## src/rtl/reg4_sequencer.sv

```systemverilog
// Two-requester round-robin sequencer that drives one operation at a time into an
// external 4-bit register and reports the register contents once the operation lands.
module reg4_sequencer (
  input  logic       clk,
  input  logic       rst,
  input  logic       req0,
  input  logic [1:0] op0,
  input  logic [3:0] dat0,
  input  logic       req1,
  input  logic [1:0] op1,
  input  logic [3:0] dat1,
  output logic       gnt0,
  output logic       gnt1,
  output logic [1:0] reg_s,
  output logic [3:0] reg_d,
  input  logic [3:0] reg_q,
  output logic       done,
  output logic       done_id,
  output logic [3:0] result,
  output logic       busy
);

  typedef enum logic [1:0] {INIT, IDLE, ISSUE, CAPTURE} state_e;

  state_e     state_q, state_d;
  logic       ptr_q, ptr_d;
  logic [1:0] op_q, op_d;
  logic [3:0] dat_q, dat_d;
  logic       id_q, id_d;
  logic       done_q;
  logic       doneId_q;
  logic [3:0] result_q;
  logic       anyReq;
  logic       pick;

  // With both requesting the pointer decides; otherwise the lone requester wins.
  assign anyReq = req0 | req1;
  assign pick   = (req0 && req1) ? ptr_q : req1;

  always_comb begin
    state_d = state_q;
    ptr_d   = ptr_q;
    op_d    = op_q;
    dat_d   = dat_q;
    id_d    = id_q;
    gnt0    = 1'b0;
    gnt1    = 1'b0;
    reg_s   = 2'b00;
    reg_d   = 4'b0000;
    case (state_q)
      INIT: begin
        reg_s   = 2'b01;
        state_d = IDLE;
      end
      IDLE: begin
        if (anyReq) begin
          gnt0    = ~pick;
          gnt1    = pick;
          id_d    = pick;
          op_d    = pick ? op1 : op0;
          dat_d   = pick ? dat1 : dat0;
          ptr_d   = ~pick;
          state_d = ISSUE;
        end
      end
      ISSUE: begin
        reg_s   = op_q;
        reg_d   = (op_q == 2'b11) ? dat_q : 4'b0000;
        state_d = CAPTURE;
      end
      CAPTURE: state_d = IDLE;
      default: state_d = INIT;
    endcase
  end

  // Result is sampled at the closing edge of CAPTURE, one cycle after the register acted.
  always_ff @(posedge clk or posedge rst) begin
    if (rst) begin
      state_q  <= INIT;
      ptr_q    <= 1'b0;
      op_q     <= 2'b00;
      dat_q    <= 4'b0000;
      id_q     <= 1'b0;
      done_q   <= 1'b0;
      doneId_q <= 1'b0;
      result_q <= 4'b0000;
    end else begin
      state_q <= state_d;
      ptr_q   <= ptr_d;
      op_q    <= op_d;
      dat_q   <= dat_d;
      id_q    <= id_d;
      done_q  <= (state_q == CAPTURE);
      if (state_q == CAPTURE) begin
        result_q <= reg_q;
        doneId_q <= id_q;
      end
    end
  end

  assign done    = done_q;
  assign done_id = doneId_q;
  assign result  = result_q;
  assign busy    = (state_q != IDLE);

endmodule

```

## config.mk

```make
export PLATFORM = sky130hd
export DESIGN_NAME = reg4_sequencer
export DESIGN_NICKNAME = d
export VERILOG_FILES = /design/src/rtl/reg4_sequencer.sv
export SDC_FILE = /design/constraint.sdc
export NUM_CORES = 1
export LEC_CHECK = 0
export BUFFER_PORTS_ARGS = -buffer_cell sky130_fd_sc_hd__buf_4
export CELL_PAD_IN_SITES_DETAIL_PLACEMENT = 0
export CELL_PAD_IN_SITES_GLOBAL_PLACEMENT = 1
export CORE_MARGIN = 4
export CORE_UTILIZATION = 34
export CTS_CLUSTER_DIAMETER = 150
export CTS_CLUSTER_SIZE = 28
export DETAILED_ROUTE_END_ITERATION = 7
export MAX_ROUTING_LAYER = met4
export PLACE_DENSITY_LB_ADDON = 0.1
export REMOVE_ABC_BUFFERS = 1
export SLEW_MARGIN = 20
export SYNTH_ARGS = -nofsm -noshare
export SYNTH_HDL_FRONTEND = slang
export SYNTH_SLANG_ARGS = --single-unit
```

## constraint.sdc

```tcl
create_clock -name clk -period 1.9 [get_ports clk]
set_clock_uncertainty 0.2 [all_clocks]
set_input_delay 0.38 -clock clk [delete_from_list [all_inputs] [get_ports clk]]
set_output_delay 0.38 -clock clk [all_outputs]
set_load 0.03 [all_outputs]
```

==> metrics.cfg <==
[clock_tree]
cts_tree = built
cts_sinks = 16
numCtsBuffers = 3
cts_buffer_depth = 2
htree_levels = 1
cts-root-buf = clkbuf_4
clkSlewWorstSetupHoldPaths_ns = 0.10
clkLatencyLatePin_ns = 0.27

[yosys]
syn-cell-area_um2 = 823
ys_ff_latch = 16
synthTopCellsByArea = dfrtp_1, ha_1, mux2_1, a31oi_1, a21oi_1
yosysSeqAreaShare = 0.486
yosys-top-cells-count = dfrtp_1, a21oi_1, a31oi_1, nor2_1
synth_edf_count = 0
synth_most_common_cell = dfrtp_1
ys_types = 23
syn_inst = 75
synthArstFlopShare = 1.00
yosys.area.top_type = dfrtp_1
yosys_warnings = 0
dominantRegCellSynth = dfrtp_1
avgSynthCellArea_um2 = 11.0
synth.top_cell.area_share = 0.486

[power_and_ir_drop]
peakVddDrop_v = 0.000871
intPower_mw = 1.17
powerDensity_nw_per_um2 = 1620
power_mw = 2.05
swShare = 0.429
combPwrFrac = 0.607
clock_power_share = 0.087
power.switching_mw = 0.878
p_leak_nw = 0.593
p_seq_frac = 0.306

[grt]
grt_use_met3 = 0.0430
use_met2 = 0.199
grt_max_degree = 17
grt_pass1_wl_mm = 3.41
track_usage = 0.137
grt_pass1_vias = 716
busiest_layer = met2
overflow = 0
antenna_found_initial = 0
met1_usage = 0.184

[placement]
placedCellCount = 138
portBuffers = 34
post-dp-hpwl_mm = 1.44
gp_congestion = 0.730

[hold_path]
hold_class = in -> async

[sta]
tightest_slew_ns = 0.606
holdWs_ns = -0.0395
maxSlewViolCount = 0
layout_setup_ws_ns = -0.0916
hold_viol_final = 16
fmaxAchievable_mhz = 502
timing.final.crit_share = 1.05
maxSlewHeadroom = 0.596
rsz0062_at_grt = yes
setup_viol = 6
finalCriticalPeriod_ns = 1.99

[finish]
layout.cells.non_filler = 146
drive_above_1_share = 0.559
syn_to_final_growth_pct = 53.0
nets = 145
antenna_cells = 0

[floorplan]
start_util = 0.365
die_w_um = 57.2
die_area_um2 = 3270
num_rows = 17
io_pins = 35
dieHeight_um = 57.2
core_area_um2 = 2250

[critical_path]
path_max_fanout = 4
crit_type = reg -> out
r2r_slack_ns = 0.26
cp_data_required_time_ns = 1.32
path_buf_inv = 3
critPathMaxStageDelay_ns = 0.46
critical-path-top-delay-family = flip-flops
path_cells = inv_2 -> ha_4 -> inv_4 -> nor3_4 -> buf_6
cp.arrival_ns = 1.41
cp_slowest_cell = dfrtp_2
critPathCaptureType = output pin
crit_path_start_kind = flip-flop

[run]
drv_cap = 0

[routing]
drc_errors = 0
post_drt_wl_per_cell_um = 13.9
routed_via_density = 4.99
drt_pass1_iterations = 4
ant_nets = 0
vias = 728
drt_iter0_drc = 3
routed_wl_mm = 2.04

[status]
violations = negative hold slack, negative setup slack
status = complete, but fails checks

[final cells by class]
type,count,area [µm²]
Fill cell,214,995
Inverter,5,23.8
Sequential cell,16,402
Tap cell,28,35.0
Timing Repair Buffer,41,334
Multi-Input combinational cell,53,443
Clock buffer,3,22.5
[routing by layer]
| metal | routed length, µm | share of wire |
|---|---|---|
| met5 | 0 | 0 |
| met2 | 971 | 0.48 |
| met4 | 17 | 0.0083 |
| met3 | 181 | 0.089 |
| met1 | 866 | 0.43 |
[power groups by stage]
stage	registers, mW	logic (mW)	clock network, mW
floorplan	0.728	0.565	0
global placement	0.614	1.05	0
detailed placement	0.622	1.04	0
CTS	0.616	1.19	0.182
global route	0.651	1.34	0.201
finish	0.626	1.24	0.179
[placed cells by master, fill, tap and decap left out]
cell / synthesis / routed
ha_4: 0 / 2
buf_6: 1 / 7
o21a_2: 1 / 1
a21oi_1: 8 / 7
inv_2: 1 / 2
and2_4: 0 / 4
a31oi_1: 7 / 7
mux2i_1: 1 / 1
buf_4: 0 / 34
dfrtp_1: 16 / 15
mux2_1: 4 / 4
and2b_2: 1 / 1
nor3_4: 1 / 2
dfrtp_2: 0 / 1
inv_1: 3 / 1
and3_4: 0 / 1
o21ai_0: 4 / 4
ha_1: 5 / 2
clkbuf_4: 0 / 3
inv_4: 1 / 2
mux2_2: 2 / 2
nand2b_2: 1 / 1
nor2_1: 6 / 6
a21o_1: 2 / 2
o21ai_2: 1 / 1
and2_1: 5 / 1
o21ai_1: 2 / 2
ha_2: 0 / 1
a21oi_2: 0 / 1
[cells by family after synthesis]
kind of cell / share of synthesized area
muxes: 0.0942
DFF: 0.486
buffers and inverters: 0.0395
AOI/OAI and AO/OA: 0.178
and+or+nand+nor: 0.126
adders and majority gates: 0.0760
[sequential cells by signal (all words and copies together) (netlist names)]
name / flops
op_q: 2
state_q: 2
result: 4
done: 1
dat_q: 4
ptr_q: 1
done_id: 1
id_q: 1
[worst paths after layout]
kind / start / endpoint / cells after the start
setup reg to reg: state_q[0]$_DFFE_PP0P_ / result[0]$_DFFE_PP0P_ / 4
hold / removal: rst / dat_q[2]$_DFFE_PP0P_ / 2
setup / recovery: state_q[1]$_DFFE_PP0P_ / gnt1 / 5
min in group clk: reg_q[3] / result[3]$_DFFE_PP0P_ / 2
max in group asynchronous: rst / state_q[1]$_DFFE_PP0P_ / 2
hold reg to reg: result[1]$_DFFE_PP0P_ / result[1]$_DFFE_PP0P_ / 1
[worst reg2reg max path, stage by stage (launching register included)]
cell and delay [ns]:
dfrtp_1 0.41, buf_4 0.16, buf_4 0.13, ha_1 0.29, mux2_1 0.35
[what timing repair did]
action	4_1_cts	5_1_grt
cloned	0	0
endpoints found under the setup margin	7	8
gates resized for setup	18	5
pin swaps	1	4
setup buffers	3	2
hold buffers	0	0
[through the flow]
stage	setup TNS (ns)	worst slack (ns)	cell area [µm²]	utilization	hold WS (ns)
floorplan	-0.0585	-0.0382	812	-	0.0937
global placement	0	0.0559	1120	0.496	0.262
detailed placement	0	0.0645	1120	0.496	0.270
CTS	-0.413	-0.0843	1220	0.543	0.00317
global route	-0.891	-0.164	1260	0.559	0.0335
finish	-0.363	-0.0916	1260	0.559	-0.0395
No activity file was read; power rests on OpenSTA's default activity.
